### src/rtl/axi_single_beat_initiator.sv
// Single-outstanding AXI initiator: turns one host command into one single-beat
// AXI write or read and hands the captured response back to the host.
module axi_single_beat_initiator #(
    parameter int ADDR_W = 32,
    parameter int DATA_W = 64
) (
    input  logic                  dut_clock,
    input  logic                  dut_reset_n,
    input  logic                  cmd_valid,
    output logic                  cmd_ready,
    input  logic                  cmd_write,
    input  logic [ADDR_W-1:0]     cmd_addr,
    input  logic [DATA_W-1:0]     cmd_wdata,
    input  logic [DATA_W/8-1:0]   cmd_strb,
    output logic                  rsp_valid,
    input  logic                  rsp_ready,
    output logic [DATA_W-1:0]     rsp_rdata,
    output logic [1:0]            rsp_resp,
    output logic [ADDR_W-1:0]     aw_addr,
    output logic                  aw_valid,
    input  logic                  aw_ready,
    output logic [DATA_W-1:0]     w_data,
    output logic [DATA_W/8-1:0]   w_strb,
    output logic                  w_valid,
    input  logic                  w_ready,
    input  logic [1:0]            b_resp,
    input  logic                  b_valid,
    output logic                  b_ready,
    output logic [ADDR_W-1:0]     ar_addr,
    output logic                  ar_valid,
    input  logic                  ar_ready,
    input  logic [DATA_W-1:0]     r_data,
    input  logic [1:0]            r_resp,
    input  logic                  r_valid,
    output logic                  r_ready
);

    localparam int STRB_W = DATA_W / 8;

    typedef enum logic [2:0] {
        IDLE,
        WR_AW_W,
        WR_B,
        RD_AR,
        RD_R,
        RSP
    } state_t;

    state_t              state_reg, state_next;
    logic                cmd_ready_reg, cmd_ready_next;
    logic                aw_valid_reg, aw_valid_next;
    logic                w_valid_reg, w_valid_next;
    logic                b_ready_reg, b_ready_next;
    logic                ar_valid_reg, ar_valid_next;
    logic                r_ready_reg, r_ready_next;
    logic                rsp_valid_reg, rsp_valid_next;
    logic                aw_done_reg, aw_done_next;
    logic                w_done_reg, w_done_next;
    logic [ADDR_W-1:0]   aw_addr_reg, aw_addr_next;
    logic [ADDR_W-1:0]   ar_addr_reg, ar_addr_next;
    logic [DATA_W-1:0]   w_data_reg, w_data_next;
    logic [STRB_W-1:0]   w_strb_reg, w_strb_next;
    logic [DATA_W-1:0]   rsp_rdata_reg, rsp_rdata_next;
    logic [1:0]          rsp_resp_reg, rsp_resp_next;
    logic                aw_done_now, w_done_now;

    always_ff @(posedge dut_clock or negedge dut_reset_n) begin
        if (!dut_reset_n) begin
            state_reg     <= IDLE;
            cmd_ready_reg <= 1'b0;
            aw_valid_reg  <= 1'b0;
            w_valid_reg   <= 1'b0;
            b_ready_reg   <= 1'b0;
            ar_valid_reg  <= 1'b0;
            r_ready_reg   <= 1'b0;
            rsp_valid_reg <= 1'b0;
            aw_done_reg   <= 1'b0;
            w_done_reg    <= 1'b0;
            aw_addr_reg   <= '0;
            ar_addr_reg   <= '0;
            w_data_reg    <= '0;
            w_strb_reg    <= '0;
            rsp_rdata_reg <= '0;
            rsp_resp_reg  <= '0;
        end else begin
            state_reg     <= state_next;
            cmd_ready_reg <= cmd_ready_next;
            aw_valid_reg  <= aw_valid_next;
            w_valid_reg   <= w_valid_next;
            b_ready_reg   <= b_ready_next;
            ar_valid_reg  <= ar_valid_next;
            r_ready_reg   <= r_ready_next;
            rsp_valid_reg <= rsp_valid_next;
            aw_done_reg   <= aw_done_next;
            w_done_reg    <= w_done_next;
            aw_addr_reg   <= aw_addr_next;
            ar_addr_reg   <= ar_addr_next;
            w_data_reg    <= w_data_next;
            w_strb_reg    <= w_strb_next;
            rsp_rdata_reg <= rsp_rdata_next;
            rsp_resp_reg  <= rsp_resp_next;
        end
    end

    always_comb begin
        state_next     = state_reg;
        cmd_ready_next = cmd_ready_reg;
        aw_valid_next  = aw_valid_reg;
        w_valid_next   = w_valid_reg;
        b_ready_next   = b_ready_reg;
        ar_valid_next  = ar_valid_reg;
        r_ready_next   = r_ready_reg;
        rsp_valid_next = rsp_valid_reg;
        aw_done_next   = aw_done_reg;
        w_done_next    = w_done_reg;
        aw_addr_next   = aw_addr_reg;
        ar_addr_next   = ar_addr_reg;
        w_data_next    = w_data_reg;
        w_strb_next    = w_strb_reg;
        rsp_rdata_next = rsp_rdata_reg;
        rsp_resp_next  = rsp_resp_reg;
        aw_done_now    = 1'b0;
        w_done_now     = 1'b0;

        case (state_reg)
            IDLE: begin
                // cmd_ready comes up one edge after reset release and stays up while idle
                cmd_ready_next = 1'b1;
                if (cmd_valid && cmd_ready_reg) begin
                    cmd_ready_next = 1'b0;
                    if (cmd_write) begin
                        state_next    = WR_AW_W;
                        aw_valid_next = 1'b1;
                        w_valid_next  = 1'b1;
                        aw_addr_next  = cmd_addr;
                        w_data_next   = cmd_wdata;
                        w_strb_next   = cmd_strb;
                        aw_done_next  = 1'b0;
                        w_done_next   = 1'b0;
                    end else begin
                        state_next    = RD_AR;
                        ar_valid_next = 1'b1;
                        ar_addr_next  = cmd_addr;
                    end
                end
            end
            WR_AW_W: begin
                // AW and W complete independently, in either order or together
                aw_done_now = aw_done_reg || (aw_valid_reg && aw_ready);
                w_done_now  = w_done_reg || (w_valid_reg && w_ready);
                if (aw_valid_reg && aw_ready) begin
                    aw_valid_next = 1'b0;
                end
                if (w_valid_reg && w_ready) begin
                    w_valid_next = 1'b0;
                end
                if (aw_done_now && w_done_now) begin
                    state_next   = WR_B;
                    b_ready_next = 1'b1;
                    aw_done_next = 1'b0;
                    w_done_next  = 1'b0;
                end else begin
                    aw_done_next = aw_done_now;
                    w_done_next  = w_done_now;
                end
            end
            WR_B: begin
                if (b_valid && b_ready_reg) begin
                    b_ready_next   = 1'b0;
                    rsp_resp_next  = b_resp;
                    rsp_rdata_next = '0;
                    state_next     = RSP;
                end
            end
            RD_AR: begin
                if (ar_valid_reg && ar_ready) begin
                    ar_valid_next = 1'b0;
                    r_ready_next  = 1'b1;
                    state_next    = RD_R;
                end
            end
            RD_R: begin
                if (r_valid && r_ready_reg) begin
                    r_ready_next   = 1'b0;
                    rsp_rdata_next = r_data;
                    rsp_resp_next  = r_resp;
                    state_next     = RSP;
                end
            end
            RSP: begin
                // rsp_valid is a registered Moore output, so it rises one edge after entry
                rsp_valid_next = 1'b1;
                if (rsp_valid_reg && rsp_ready) begin
                    rsp_valid_next = 1'b0;
                    cmd_ready_next = 1'b1;
                    state_next     = IDLE;
                end
            end
            default: begin
                state_next = IDLE;
            end
        endcase
    end

    assign cmd_ready = cmd_ready_reg;
    assign aw_valid  = aw_valid_reg;
    assign aw_addr   = aw_addr_reg;
    assign w_valid   = w_valid_reg;
    assign w_data    = w_data_reg;
    assign w_strb    = w_strb_reg;
    assign b_ready   = b_ready_reg;
    assign ar_valid  = ar_valid_reg;
    assign ar_addr   = ar_addr_reg;
    assign r_ready   = r_ready_reg;
    assign rsp_valid = rsp_valid_reg;
    assign rsp_rdata = rsp_rdata_reg;
    assign rsp_resp  = rsp_resp_reg;

endmodule
### config.mk
export PLATFORM = sky130hd
export DESIGN_NAME = axi_single_beat_initiator
export DESIGN_NICKNAME = d
export VERILOG_FILES = /design/src/rtl/axi_single_beat_initiator.sv
export SDC_FILE = /design/constraint.sdc
export NUM_CORES = 1
export LEC_CHECK = 0
export ABC_AREA = 1
export BUFFER_PORTS_ARGS = -buffer_cell sky130_fd_sc_hd__buf_4
export CORE_AREA = 2 2 154 156
export DETAILED_ROUTE_END_ITERATION = 8
export DIE_AREA = 0 0 156 158
export PLACE_DENSITY = 0.74
export SLEW_MARGIN = 5
export SYNTH_ARGS = -nofsm -noshare
export SYNTH_HDL_FRONTEND = slang
export SYNTH_SLANG_ARGS = --single-unit
### constraint.sdc
create_clock -name dut_clock -period 2.8 [get_ports dut_clock]
set_input_delay 0.56 -clock dut_clock [delete_from_list [all_inputs] [get_ports dut_clock]]
set_output_delay 0.56 -clock dut_clock [all_outputs]
set_load 0.01 [all_outputs]
==> metrics.cfg <==
[drt]
wire_per_inst_um = 15.84
routed_wl_um = 25650
drtIter0Drc = 456
via_per_inst = 4.814
vias = 7794
drcViolationCount = 0
ant_nets = 0
drt_pass1_iterations = 5

[synthesis]
synthTopCellsByArea = dfrtp_1 (63%), nand2_1 (17%), o21ai_0 (6.0%), nand3_1 (4.7%), buf_2 (1.8%)
ys.flop_type = dfrtp_1
synth-xor-area-share = 0
synth_top_family_by_area = simple AND/OR/NAND/NOR gates
synth_fa_ha_area_frac = 0
syn-num-nets = 1120
yosys_warnings = 0
synthCells = 938
yosysTopAreaCellShare = 0.6271
synthSimpleGateAreaFrac = 0.2284
syn_area_per_cell_sq_um = 9.104
yosysTopAreaCell = dfrtp_1
yosysMostFrequentCell = nand2_1
ys_types = 22
synth_seq_cells = 214
synth_compound_area_frac = 0.08322
syn_area_sq_um = 8539
synthArstFlopShare = 1.000
synthMuxAreaShare = 0
synth_seq_area_share = 0.6271
synth-edff-count = 0
ys_top_cells_by_count = nand2_1 (377), dfrtp_1 (214), o21ai_0 (103)

[timing]
timing.final.crit_share = 0.7454
skew_ps = 7.037
relSlewSlack = 0.5075
setup_viol = 0
rsz0062_at_grt = false
max_freq_mhz = 479.1
fin_tns_setup_ps = 0
worst_slew_pin_slew_ps = 738.7
holdWs_ps = 118.2
period_needed_ps = 2087
slew_violations = 0
report.final.hold_viol_count = 0

[cts]
root_buffer = clkbuf_16
ctsLongestPathBuffers = 3
post_cts_resized = 0
htree_levels = 1
cts_tree = built
post_cts_buffers = 0
clock-sinks = 214
clk_latency_ps = 510
cts_inserted_buffers = 25
clk_pin_slew_worst_paths_ps = 60
cts_hold_buf = 0

[floorplanning]
core_sq_um = 23050
ios = 391
die_area_sq_um = 24650
die_y_um = 158
fp-row-count = 56
die_x_um = 156
start_util = 0.3704

[power]
ir_drop_v = 0.0004062
power_density_nw_per_um2 = 518.9
p_leak_nw = 7.162

[critical_path]
critical_path_arrival_ps = 2490
slowest_stage = dfrtp_1
worst-path-max-fanout = 37
cp_cell_sequence = inv_1 > nand2_2 > nand2_2 > buf_12 > o21ai_0 > nand2_1
rrSetupSlack_ps = 710
critical_path.max_stage_delay_ps = 620
worstPathRequired_ps = 3200
rr_endpoint = rsp_rdata[29]
critPathLaunch = state_reg[2]
ff2ff_path_depth = 6
critPathTopFamily = flip-flops
crit-reg2reg-launch = state_reg[2]
cpMostUsedCell = nand2_2
endpoint_kind = flop
setup.worst_path.class = reg -> reg
worst_setup_path_start_kind = flop
worst-path-buf-inv = 2

[placed_design]
post-place-cells = 1574
place.gp.congestion = 0.8034
placedInstanceArea_sq_um = 11710
port_buffers = 390
dpl.hpwl_um = 18290

[final_layout]
antenna_cells = 0
nFillCells = 2071
layout-drive-gt1-share = 0.3454
design_area_sq_um = 12490
area_delta_synth_final_pct = 46.26
nNetsFinal = 1493
fin_cells = 1619

[grt]
grt_pass1_vias = 7619
grt_util_all_layers = 0.1999
antenna_found_initial = 0
grt_overflow_total = 0
grtUsageMet3 = 0.05639
grt_pass1_wl_um = 39670
grt_max_degree = 86
use_met1 = 0.2495
met2_usage = 0.3340
busiest_layer = met2

[min_path]
min_path_type = in -> async

[status]
outcome = completed

[flow_run]
cap_violations = 0

-- final cells by class --
cell class | instances | area, sq um | area share
Inverter | 44 | 165.2 | 0.01322
Clock inverter | 10 | 87.58 | 0.007013
Multi-Input combinational cell | 620 | 2684 | 0.2149
Tap cell | 290 | 362.8 | 0.02905
Timing Repair Buffer | 406 | 3142 | 0.2516
Clock buffer | 35 | 693.2 | 0.05550
Sequential cell | 214 | 5355 | 0.4288
-- layout by cell type, fill, tap and decap left out, drive strengths merged, types with 2 or more instances in the layout --
cell type    n
dfrtp      214
clkbuf      36
nor2         9
inv         45
nand2      382
clkinvlp     2
a21oi        5
o21ai      133
clkinv       6
buf        405
nand4        3
nand3       83
-- layer usage --
metal,up-vias,routed length (um)
met2,355,12570
met3,55,2283
met1,3646,10030
met4,0,767
met5,-,0
li1,3738,-
-- stage by stage --
step	setup slack [ps]	utilization	total power, W
after floorplan	1403	-	0.003181
after global placement	814.0	0.5079	0.003460
after detailed placement	702.0	0.5079	0.003463
after CTS	681.8	0.5418	0.006578
after global routing	507.6	0.5418	0.006753
final	712.7	0.5418	0.006480
-- worst max-delay path by stage --
| stage | depth (start not counted) | end |
|---|---|---|
| 2_1_floorplan | 7 | rsp_rdata[35] |
| 3_3_place_gp | 6 | rsp_rdata[4] |
| 3_5_place_dp | 6 | rsp_rdata[29] |
| 4_1_cts | 6 | rsp_rdata[29] |
| 5_1_grt | 6 | rsp_rdata[26] |
| 6_report | 6 | rsp_rdata[29] |
-- power breakdown --
part	total (W)	switching (W)	internal, W
combinational	0.000308	0.000133	0.000175
clock	0.00308	0.00126	0.00182
sequential	0.00309	0	0.00309
-- kinds of logic after synthesis --
kind of cell,Yosys count
simple gates,479
flops,214
compound gates,141
buf+inv,104
No activity file was read; power rests on OpenSTA's default activity.
